**src/rtl/motor_rpm_plant_if.sv**
```systemverilog
// Command/feedback bundle between drone_top and the four-motor RPM plant model.
// master drives the commands and load values; slave returns modelled RPM and status.
interface motor_rpm_plant_if;
    logic               set;
    logic signed [15:0] rpm_sense_set [3:0];
    logic signed [15:0] mot_set       [3:0];
    logic signed [15:0] rpm_sense     [3:0];
    logic        [3:0]  settled;
    logic               update_tick;

    modport master (
        output set, rpm_sense_set, mot_set,
        input  rpm_sense, settled, update_tick
    );

    modport slave (
        input  set, rpm_sense_set, mot_set,
        output rpm_sense, settled, update_tick
    );
endinterface

```
**src/rtl/motor_rpm_plant.sv**
```systemverilog
// Four-motor RPM plant: each motor slews toward its clamped setpoint once per update tick,
// with per-motor settle detection and a force-load path that breaks the control loop.
module motor_rpm_plant #(
    parameter int unsigned SLEW         = 64,
    parameter int unsigned UPDATE_DIV   = 4,
    parameter int          RPM_MIN      = 0,
    parameter int          RPM_MAX      = 16000,
    parameter int unsigned SETTLE_TICKS = 3
) (
    input  logic               clk,
    input  logic               resetn,
    motor_rpm_plant_if.slave   bus
);

    localparam int unsigned NUM_MOT = 4;
    localparam int unsigned DIV_W   = (UPDATE_DIV > 1) ? $clog2(UPDATE_DIV) : 1;
    localparam int unsigned STB_W   = 4;

    localparam logic [DIV_W-1:0]  DIV_LAST  = DIV_W'(UPDATE_DIV - 1);
    localparam logic [STB_W-1:0]  STB_MAX   = STB_W'(SETTLE_TICKS);
    localparam logic signed [15:0] MIN_S    = 16'(RPM_MIN);
    localparam logic signed [15:0] MAX_S    = 16'(RPM_MAX);
    localparam logic signed [15:0] SLEW_S   = 16'(SLEW);
    localparam logic signed [16:0] SLEW_P   = 17'(SLEW);
    localparam logic signed [16:0] SLEW_N   = -17'(SLEW);

    logic [DIV_W-1:0]   div_cnt,    div_nxt;
    logic               tick_q,     tick_nxt;
    logic signed [15:0] rpm_q      [NUM_MOT-1:0];
    logic signed [15:0] rpm_nxt    [NUM_MOT-1:0];
    logic [STB_W-1:0]   stable_q   [NUM_MOT-1:0];
    logic [STB_W-1:0]   stable_nxt [NUM_MOT-1:0];
    logic [3:0]         settled_q,  settled_nxt;
    logic signed [15:0] tgt        [NUM_MOT-1:0];
    logic signed [16:0] diff       [NUM_MOT-1:0];
    logic               upd_edge_c;

    function automatic logic signed [15:0] clamp(input logic signed [15:0] x);
        if (x < MIN_S)      return MIN_S;
        else if (x > MAX_S) return MAX_S;
        else                return x;
    endfunction

    assign upd_edge_c = (div_cnt == DIV_LAST) && !bus.set;

    // Next-state: load has priority, otherwise slew and settle-track on update edges.
    always_comb begin
        div_nxt     = (div_cnt == DIV_LAST) ? '0 : div_cnt + DIV_W'(1);
        tick_nxt    = 1'b0;
        settled_nxt = settled_q;
        for (int i = 0; i < NUM_MOT; i++) begin
            rpm_nxt[i]    = rpm_q[i];
            stable_nxt[i] = stable_q[i];
            tgt[i]        = clamp(bus.mot_set[i]);
            diff[i]       = $signed({tgt[i][15], tgt[i]}) - $signed({rpm_q[i][15], rpm_q[i]});
        end

        if (bus.set) begin
            div_nxt     = '0;
            settled_nxt = '0;
            for (int i = 0; i < NUM_MOT; i++) begin
                rpm_nxt[i]    = clamp(bus.rpm_sense_set[i]);
                stable_nxt[i] = '0;
            end
        end else if (upd_edge_c) begin
            tick_nxt = 1'b1;
            for (int i = 0; i < NUM_MOT; i++) begin
                if (diff[i] > SLEW_P)      rpm_nxt[i] = rpm_q[i] + SLEW_S;
                else if (diff[i] < SLEW_N) rpm_nxt[i] = rpm_q[i] - SLEW_S;
                else                       rpm_nxt[i] = tgt[i];

                if (rpm_nxt[i] != tgt[i])        stable_nxt[i] = '0;
                else if (stable_q[i] < STB_MAX)  stable_nxt[i] = stable_q[i] + STB_W'(1);
                else                             stable_nxt[i] = STB_MAX;

                settled_nxt[i] = (stable_nxt[i] >= STB_MAX);
            end
        end
    end

    always_ff @(posedge clk or negedge resetn) begin
        if (!resetn) begin
            div_cnt   <= '0;
            tick_q    <= 1'b0;
            settled_q <= '0;
            for (int i = 0; i < NUM_MOT; i++) begin
                rpm_q[i]    <= '0;
                stable_q[i] <= '0;
            end
        end else begin
            div_cnt   <= div_nxt;
            tick_q    <= tick_nxt;
            settled_q <= settled_nxt;
            for (int i = 0; i < NUM_MOT; i++) begin
                rpm_q[i]    <= rpm_nxt[i];
                stable_q[i] <= stable_nxt[i];
            end
        end
    end

    assign bus.rpm_sense   = rpm_q;
    assign bus.settled     = settled_q;
    assign bus.update_tick = tick_q;

endmodule
```
**src/flat_wrapper.sv**
```systemverilog
// flat-port wrapper written by rule: the top's interface ports become plain ports
module motor_rpm_plant_flat 
#(
    parameter int unsigned SLEW         = 64,
    parameter int unsigned UPDATE_DIV   = 4,
    parameter int          RPM_MIN      = 0,
    parameter int          RPM_MAX      = 16000,
    parameter int unsigned SETTLE_TICKS = 3
)
  (clk, resetn, bus_set, bus_rpm_sense_set, bus_mot_set, bus_rpm_sense, bus_settled, bus_update_tick);
  motor_rpm_plant_if bus_i ();
  input  logic clk;
  input  logic resetn;
  input wire logic [$bits(bus_i.set)-1:0] bus_set;
  input wire logic [$bits(bus_i.rpm_sense_set)-1:0] bus_rpm_sense_set;
  input wire logic [$bits(bus_i.mot_set)-1:0] bus_mot_set;
  output wire logic [$bits(bus_i.rpm_sense)-1:0] bus_rpm_sense;
  output wire logic [$bits(bus_i.settled)-1:0] bus_settled;
  output wire logic [$bits(bus_i.update_tick)-1:0] bus_update_tick;
  assign bus_i.set = bus_set;
  assign bus_i.rpm_sense_set = {>>{bus_rpm_sense_set}};
  assign bus_i.mot_set = {>>{bus_mot_set}};
  assign bus_rpm_sense = {>>{bus_i.rpm_sense}};
  assign bus_settled = bus_i.settled;
  assign bus_update_tick = bus_i.update_tick;
  motor_rpm_plant #(.SLEW(SLEW), .UPDATE_DIV(UPDATE_DIV), .RPM_MIN(RPM_MIN), .RPM_MAX(RPM_MAX), .SETTLE_TICKS(SETTLE_TICKS)) u_core (.clk(clk), .resetn(resetn), .bus(bus_i));
endmodule
```
**config.mk**
```make
export PLATFORM = sky130hd
export DESIGN_NAME = motor_rpm_plant_flat
export DESIGN_NICKNAME = d
export VERILOG_FILES = /design/src/rtl/motor_rpm_plant_if.sv /design/src/rtl/motor_rpm_plant.sv /design/src/flat_wrapper.sv
export SDC_FILE = /design/constraint.sdc
export NUM_CORES = 1
export LEC_CHECK = 0
export ABC_AREA = 1
export ABC_CLOCK_PERIOD_IN_PS = 3100
export BUFFER_PORTS_ARGS = -buffer_cell sky130_fd_sc_hd__buf_2
export CORE_ASPECT_RATIO = 0.75
export CORE_MARGIN = 10
export CORE_UTILIZATION = 35
export DETAILED_ROUTE_END_ITERATION = 10
export GPL_ROUTABILITY_DRIVEN = 0
export SLEW_MARGIN = 10
export SYNTH_ARGS = -nofsm -noshare
export SYNTH_HDL_FRONTEND = slang
export SYNTH_SLANG_ARGS = --single-unit
```
**constraint.sdc**
```tcl
create_clock -name clk -period 3.1 [get_ports clk]
set_input_delay 0.62 -clock clk [delete_from_list [all_inputs] [get_ports clk]]
set_output_delay 0.62 -clock clk [all_outputs]
set_load 0.02 [all_outputs]
```
==> impl_metrics.toml <==
[timing]
finalWorstSetupSlack_ns = -1.53
hold_viol = 0
slew_headroom_pct = 40.5
post-route-min-period_ns = 4.63
finalMaxSlewViolations = 0
setup_viol = 76
period_share_pct = 149
fin_setup_tns_ns = -71.25
worst_pin_slew_ns = 0.886
rsz0062_at_grt = "yes"
fin_hold_ws_ns = 0.0940
max_freq_ghz = 0.216
skew_ns = 0.00811

[clock_network]
cts_tree = "yes"
clk_latency_ns = 0.38
clock_path_buffers = 2
htreeDepth = 3
clk_pin_slew_ns = 0.07
numCtsBuffers = 9
cts_root_buf = "clkbuf_16"
ctsHoldBuffers = 0
cts_sinks = 87

[layout]
multi_input_area_sq_mm = 0.0109
fill_cells = 2701
fin_area_sq_mm = 0.0210
final_util_pct = 64.2
drive_gt1_share_pct = 49.2
register_area_sq_mm = 0.00218
stdcell_count = 3114
antenna_cells = 0
syn_to_final_growth_pct = 79.5
fin_nets = 2871

[global_route]
grt_use_total_pct = 22.4
first_global_vias = 15400
antenna_found_initial = 1
grt_pass1_wl_mm = 76.3
grt_start_max_net_pins = 47
gr-total-overflow = 0

[floorplanning]
initial_core_util_pct = 35.8
fp-row-count = 57
dieArea_sq_mm = 0.0412
coreArea_sq_mm = 0.0327
io_pins = 200
die_h_um = 178
fp.dieW_um = 231

[worst_hold_path]
hold_path_class = "primary input to async pin"

[worst_setup_path]
cp_slowest_cell = "nor4_2"
cp.required_ns = 3.42
worstSetupPathType = "primary input to register"
critPathArrivalTime_ns = 4.95
r2r-end = "u_core.stable_q[8]"
cp_num_buf_inv = 23
ff2ff_path_depth = 26
cp_max_fo = 4
worstSetupStartpointType = "primary input"
cp_top_family = "buffers and inverters"
startpoint = "bus_mot_set[19]"
endpoint_kind = "register"
r2r_start = "u_core.bus.rpm_sense[37]"
crit_top_cell = "buf_4"
r2r_slack_ns = -0.53
critPathMaxStageDelay_ns = 0.28

[drt]
vias = 16200
viasPerCell = 5.20
drtAntennaViolNets = 0
firstDrtPassIters = 8
remaining_drc_errors = 0
wire_per_inst_um = 16.7
drtIter0Drc = 1290
wl_mm = 51.9

[logic_synthesis]
netlist_top_cells_count = "514 x nand2_1, 275 x inv_1, 242 x nand3_1"
post-synth-top-area-cell = "dfrtp_1"
synth-seq-cells = 87
synth_top_cells_by_area = "dfrtp_1 19%, nand2_1 17%, nand3_1 10%, inv_1 8.8%, ha_1 7.4%"
synthFlopType = "dfrtp_1"
synth.avg_cell_area_sq_um = 6.10
synth_cell_types = 53
synthCells = 1914
synth-edff-count = 0
synth.most_common_cell = "nand2_1"
async_reset_ff_share_pct = 100
ys_warn_count = 0
synth_top_area_share_pct = 18.6
syn_area_sq_mm = 0.0117
ys_seq_area_share_pct = 18.6

[place]
numPortBuffers = 199
dpl.hpwl_mm = 35.2
place_ws_ns = -1.79
place_area_sq_mm = 0.0168
dp_cells = 2968

[run]
drv_cap = 0

[pwr]
power_density_mw_per_mm2 = 385
p_leak_nw = 10.6
ir_worst_vdd_mv = 0.382
p_total_mw = 8.06

[outcome]
violations = "setup timing"
outcome = "finished, violations left"
-- state kept, by name, indices dropped and copies added (netlist names) --
| signal | cells |
|---|---|
| u_core.div_cnt | 2 |
| u_core.bus.rpm_sense | 64 |
| u_core.stable_q | 16 |
| u_core.bus.update_tick | 1 |
| u_core.bus.settled | 4 |
-- metal layers --
metal  global-route usage [%]  wire [um]  vias to the layer above
li1                         -          -                     7868
met1                     28.8      22200                     7623
met2                     37.0      24600                      598
met3                     5.44       3790                       96
met4                     5.52       1270                        2
met5                        0         13                        -
-- cells in the final DEF (no fill, tap or decap), types with 32 or more instances in the layout --
cell     count
nand2_4     44
nand2_2    109
ha_1        48
buf_6      100
buf_4      470
buf_2      180
xor2_1      58
nor2_4      34
nand3_4     32
dfrtp_1     87
nor2_1      98
o21ai_0     44
nand3_1    151
nand3_2     73
inv_1      233
nand2_1    389
a21oi_1     46
nand4_1     37
-- report_power, final --
group	switching (mW)	leakage (nW)	internal, mW
sequential	0.0496	1.16	1.21
combinational	3.04	9.28	2.49
clock	0.535	0.156	0.729
total	3.63	10.6	4.44
-- cell type report --
type	instances	share of cell area (%)
flip-flops and latches	87	10.4
well taps	442	2.64
inverters	291	5.87
clock buffers	11	1.16
repair buffers	765	27.7
multi-input cells	1512	51.8
clock inverters	5	0.388
repair inverters	1	0.0537
-- cell families after synthesis --
family                   synth area share [%]
XOR/XNOR                                 5.46
buffers and inverters                    11.2
other                                  0.0321
adder cells (fa/ha/maj)                  8.08
flip-flops                               18.6
AND/OR/NAND/NOR                          43.2
AO/OA/AOI/OAI                            13.4
-- worst max path at each step --
stage | end | cells after the start
detailed placement | u_core.bus.settled[1] | 34
finish | u_core.bus.settled[1] | 37
global placement | u_core.bus.settled[1] | 37
global route | u_core.bus.settled[1] | 37
CTS | u_core.bus.settled[1] | 38
floorplan | u_core.bus.settled[1] | 37
-- timing repair --
item	CTS	global route
gates resized for setup	343	324
pin swaps	114	155
cloned	9	5
endpoints found under the setup margin	76	76
buffers inserted	81	72
No activity file was read; power rests on OpenSTA's default activity.
